[src/rtl/decoder_pkg.sv]
// Shared types and helpers for the sequenced one-hot decoder.
package decoder_pkg;

  typedef enum logic {
    IDLE = 1'b0,
    SCAN = 1'b1
  } state_t;

  // Widest select supported by the shared onehot helper.
  localparam int MAX_N    = 8;
  localparam int MAX_OUTS = 2 ** MAX_N;

  function automatic logic [MAX_OUTS-1:0] onehot(input logic [MAX_N-1:0] idx, input int n);
    onehot = '0;
    if (int'(idx) < (2 ** n)) onehot[idx] = 1'b1;
  endfunction

  // Dwell counter width: clog2(dwell), never narrower than one bit.
  function automatic int dwell_w(input int dwell);
    dwell_w = (dwell <= 2) ? 1 : $clog2(dwell);
  endfunction

endpackage

[src/rtl/onehot_dec.sv]
// Pure combinational N-to-2^N binary to one-hot decoder.
module onehot_dec
  import decoder_pkg::*;
#(
  parameter int N = 4
) (
  input  logic [N-1:0]      sel,
  output logic [2**N-1:0]   dec
);

  localparam int OUTS = 2 ** N;

  assign dec = OUTS'(onehot(MAX_N'(sel), N));

endmodule

[src/rtl/decoder_seq.sv]
// Registered N-to-2^N decoder with a valid/ready load port, enable gate
// and a self-timed scan mode that walks every output line in turn.
module decoder_seq
  import decoder_pkg::*;
#(
  parameter int N     = 4,
  parameter int DWELL = 1
) (
  input  logic              clk,
  input  logic              rst_n,
  input  logic              en,
  input  logic              mode,
  input  logic              in_valid,
  output logic              in_ready,
  input  logic [N-1:0]      in,
  input  logic              start,
  output logic [2**N-1:0]   out,
  output logic              out_valid,
  output logic [N-1:0]      idx,
  output logic              busy,
  output logic              done
);

  localparam int                  OUTS     = 2 ** N;
  localparam int                  DWELL_W  = dwell_w(DWELL);
  localparam logic [DWELL_W-1:0]  LAST_CNT = DWELL_W'(DWELL - 1);
  localparam logic [N-1:0]        LAST_IDX = N'(OUTS - 1);

  state_t              state;
  logic [DWELL_W-1:0]  cnt;
  logic                armed;
  logic [N-1:0]        idx_next;
  logic [OUTS-1:0]     dec_next;
  logic                load;
  logic                launch;
  logic                line_end;
  logic                scan_end;

  assign in_ready = !busy && !mode;
  assign load     = in_valid && in_ready;
  assign launch   = (state == IDLE) && mode && start;
  assign line_end = (state == SCAN) && (cnt == LAST_CNT);
  assign scan_end = line_end && (idx == LAST_IDX);

  always_comb begin
    idx_next = idx;
    if (load)
      idx_next = in;
    else if (launch)
      idx_next = '0;
    else if (line_end && !scan_end)
      idx_next = idx + 1'b1;
  end

  onehot_dec #(.N(N)) u_dec (
    .sel (idx_next),
    .dec (dec_next)
  );

  // armed marks that idx holds a loaded value worth re-driving when en
  // returns; after reset or a finished scan the output stays dark until a load.
  always_ff @(posedge clk or negedge rst_n) begin
    if (!rst_n) begin
      state     <= IDLE;
      cnt       <= '0;
      armed     <= 1'b0;
      idx       <= '0;
      out       <= '0;
      out_valid <= 1'b0;
      busy      <= 1'b0;
      done      <= 1'b0;
    end else begin
      idx       <= idx_next;
      out_valid <= load;
      done      <= scan_end;
      case (state)
        IDLE: begin
          if (load) armed <= 1'b1;
          if (launch) begin
            state <= SCAN;
            busy  <= 1'b1;
            cnt   <= '0;
            armed <= 1'b0;
          end
          out <= (en && (load || armed || launch)) ? dec_next : '0;
        end
        SCAN: begin
          if (line_end) begin
            cnt <= '0;
            if (scan_end) begin
              state <= IDLE;
              busy  <= 1'b0;
            end
          end else begin
            cnt <= cnt + 1'b1;
          end
          out <= (en && !scan_end) ? dec_next : '0;
        end
        default: state <= IDLE;
      endcase
    end
  end

endmodule
[config.mk]
export PLATFORM = sky130hd
export DESIGN_NAME = decoder_seq
export DESIGN_NICKNAME = d
export VERILOG_FILES = /design/src/rtl/decoder_pkg.sv /design/src/rtl/onehot_dec.sv /design/src/rtl/decoder_seq.sv
export SDC_FILE = /design/constraint.sdc
export NUM_CORES = 1
export LEC_CHECK = 0
export BUFFER_PORTS_ARGS = -buffer_cell sky130_fd_sc_hd__buf_2
export CAP_MARGIN = 25
export CORE_UTILIZATION = 30
export CTS_CLUSTER_SIZE = 16
export DETAILED_ROUTE_END_ITERATION = 12
export GPL_TIMING_DRIVEN = 0
export PLACE_DENSITY = 0.6
export SLEW_MARGIN = 20
export SYNTH_ARGS = -nofsm -noshare
export SYNTH_HDL_FRONTEND = slang
export SYNTH_SLANG_ARGS = --single-unit
[constraint.sdc]
create_clock -name clk -period 5.2 [get_ports clk]
set_input_delay 0.78 -clock clk [delete_from_list [all_inputs] [get_ports clk]]
set_output_delay 0.78 -clock clk [all_outputs]
set_load 0.01 [all_outputs]
==> results.tsv <==
stage	metric	value	unit
timing	skew final	10.09	ps
cells_and_area	most frequent cells in the layout	buf_2, dfrtp_1, nor3_1, nand2_1, nor2_1	
timing	final worst path period need	2166	ps
die	Die Y	62.07	um
setup_path	Critical Path Start Type	input pin	
clock_network	Clock transition at path regs	140	ps
cells_and_area	most common cell after layout, fill and taps aside	buf_2	
grt	number of global-route vias before repair	787	
drt	Pre-antenna DRT Iters	4	
placed_design	placed insts	172	
cells_and_area	Nets	142	
cells_and_area	share of layout cells above drive strength 1	39.23	%
die	die width	62.07	um
drt	routed len/inst	12.69	um
timing	period utilization	41.66	%
cells_and_area	Reg area	650.6	um^2
clock_network	Setup Buffers After CTS	0	
logic_synthesis	Netlist Area Pre-Place	1082	um^2
drt	# DRC	0	
timing	Final Max Slew Viols	0	
cells_and_area	diode count	0	
drt	drt total wl	2234	um
status	status	finished, final reports clean	
timing	max_slew headroom	62.89	%
drt	vias per cell	4.665	
cells_and_area	Multi-input gate area	402.9	um^2
placed_design	port bufs	33	
grt	total grt overflow	0	
timing	Fin. Hold Viols	0	
clock_network	hold buffers post-CTS	0	
drt	antenna-violating nets left	0	
drt	drt first-iter violations	38	
timing	post-route setup slack	3034	ps
cells_and_area	fin util	40.05	%
clock_network	clk root buf	clkbuf_4	
clock_network	CTS resizes	0	
logic_synthesis	Post-Syn Instances	93	
clock_network	CTS HTree Levels	1	
logic_synthesis	synth warn	0	
min_path	hold crit path type	in2async	
cells_and_area	area delta synth->final	25.43	%
clock_network	CTS tree	built	
setup_path	critical path type	in2reg	
cells_and_area	filler cell count	333	
placed_design	Placer Congestion	0.7356	
logic_synthesis	syn avg cell area	11.64	um^2
die	Core ar.	3390	um^2
grt	GRT Overall Usage	13.55	%
setup_path	CP Data Required Time	5450	ps
clock_network	Sink Count	26	
run	Max-cap violations	0	
logic_synthesis	flops & latches, synth	26	
logic_synthesis	syn nets	104	
timing	Least-Margin Pin Slew	548.9	ps
timing	# setup viols final	0	
timing	RSZ-0062 raised after global routing	false	
logic_synthesis	Distinct cells, synth	36	
drt	via count	821	
setup_path	Worst Reg2Reg Path Length in Cells	6	
power_and_ir_drop	LEAKAGE	0.0007233	uW
clock_network	Clock Latency Late Sink	320	ps
clock_network	TritonCTS Buffers	3	
setup_path	maximum fanout along the worst path	10	
setup_path	Arr. time, crit path	2410	ps
placed_design	DP Worst Slack	2693	ps
setup_path	Critical Path End Type	flip-flop	
timing	setup_tns	0	ps
logic_synthesis	Seq/Total Area, Yosys	60.12	%
die	Initial Util	31.93	%
placed_design	post-DP HPWL	1657	um
grt	first-pass GRT wire length	3739	um
power_and_ir_drop	pwr/cell area	588.9	nW/um^2
timing	highest clock rate	0.4617	GHz
grt	initial antenna violation count	0	
die	DIE AREA	3852	um^2
cells_and_area	Non-Filler Instances	176	
grt	pin count of the biggest net entering global routing	27	
die	I/O Pins	34	
clock_network	Max Root-Sink Buffers	2	
die	total number of placement rows	21	
power_and_ir_drop	Max rail drop VDD	0.2817	mV
==> registers in the layout, summed over array words and instances (netlist names) <==
| signal | count |
|---|---|
| armed | 1 |
| busy | 1 |
| cnt | 1 |
| done | 1 |
| idx | 4 |
| out | 16 |
| out_valid | 1 |
| state | 1 |
==> area by class of cell <==
type | instances | area share [%]
clock buffers | 3 | 1.659
clock inverters | 1 | 2.212
multi-input cells | 60 | 29.68
inverters | 4 | 1.106
well taps | 46 | 4.240
plain buffers | 3 | 1.014
flip-flops and latches | 26 | 47.93
repair buffers | 33 | 12.17
==> worst max-delay path: stages <==
cell and delay [ps]:
buf_2 130, nor3b_2 210, buf_2 240, nor2_1 90
a22o_1 240, or4_4 590, nor3_2 130
==> per-stage QoR <==
stage	total power [uW]	hold WS, ps	cell area, um^2
2_1_floorplan	547.3	463.8	1082
3_3_place_gp	660.8	492.9	1305
3_5_place_dp	669.9	503.1	1305
4_1_cts	811.4	431.3	1358
5_1_grt	870.9	453.7	1358
6_report	799.5	422.5	1358
==> cells in the mapped netlist, drive strengths merged <==
cell type / number / area (um^2)
a211o: 1 / 8.760
a21bo: 1 / 10.01
a21oi: 3 / 15.01
a22o: 1 / 8.760
and2: 2 / 12.51
and3: 4 / 25.02
and3b: 1 / 10.01
buf: 2 / 10.01
clkbuf: 1 / 3.750
dfrtp: 26 / 650.6
ha: 1 / 12.51
inv: 4 / 15.02
mux2: 1 / 15.01
nand2: 7 / 26.28
nand2b: 2 / 12.51
nand3: 2 / 10.01
nand3b: 2 / 15.01
nor2: 5 / 18.77
nor2b: 1 / 6.260
nor3: 12 / 80.08
nor3b: 2 / 20.02
nor4b: 1 / 8.760
o2111ai: 1 / 8.760
o211ai: 1 / 7.510
o21a: 1 / 7.510
o21ai: 1 / 5.000
o221ai: 1 / 8.760
o31a: 1 / 8.760
or2: 2 / 12.52
or4: 1 / 11.26
xnor2: 1 / 8.760
xor2: 1 / 8.760
==> cell families (layout without fill, tap and decap cells) <==
group | count (synthesis) | in the layout | share of synthesized area, %
xor+xnor | 2 | 2 | 1.619
buf+inv | 7 | 44 | 2.659
mux | 1 | 1 | 1.387
fa+ha+maj | 1 | 1 | 1.156
flops | 26 | 26 | 60.12
simple gates | 44 | 44 | 24.86
compound gates | 12 | 12 | 8.209
==> per-layer routing <==
| metal | share of wire, % | up-vias | GRT usage [%] | wire [um] |
|---|---|---|---|---|
| li1 | - | 396 | - | - |
| met1 | 47 | 394 | 19.45 | 1054 |
| met2 | 46 | 29 | 20.36 | 1018 |
| met3 | 7.0 | 2 | 5.176 | 156 |
| met4 | 0.18 | 0 | 0.9524 | 4 |
| met5 | 0 | - | 0 | 0 |
==> path summary, 6_finish.rpt <==
check	endpoint	slack [ps]	from
worst min register to register	armed	530	armed
min in group clk	armed	530	armed
worst max-delay path	out[9]	3030	mode
max in group asynchronous	out[9]	4400	rst_n
worst min-delay path	out[13]	420	rst_n
worst max register to register	out[9]	3070	idx[0]
==> power breakdown <==
| part | internal [uW] | total [uW] | switching [uW] |
|---|---|---|---|
| clock | 78.0 | 138 | 59.8 |
| combinational | 139 | 368 | 229 |
| sequential | 256 | 293 | 37.0 |
| total | 473 | 799 | 326 |
(Power assumes the default switching activity.)
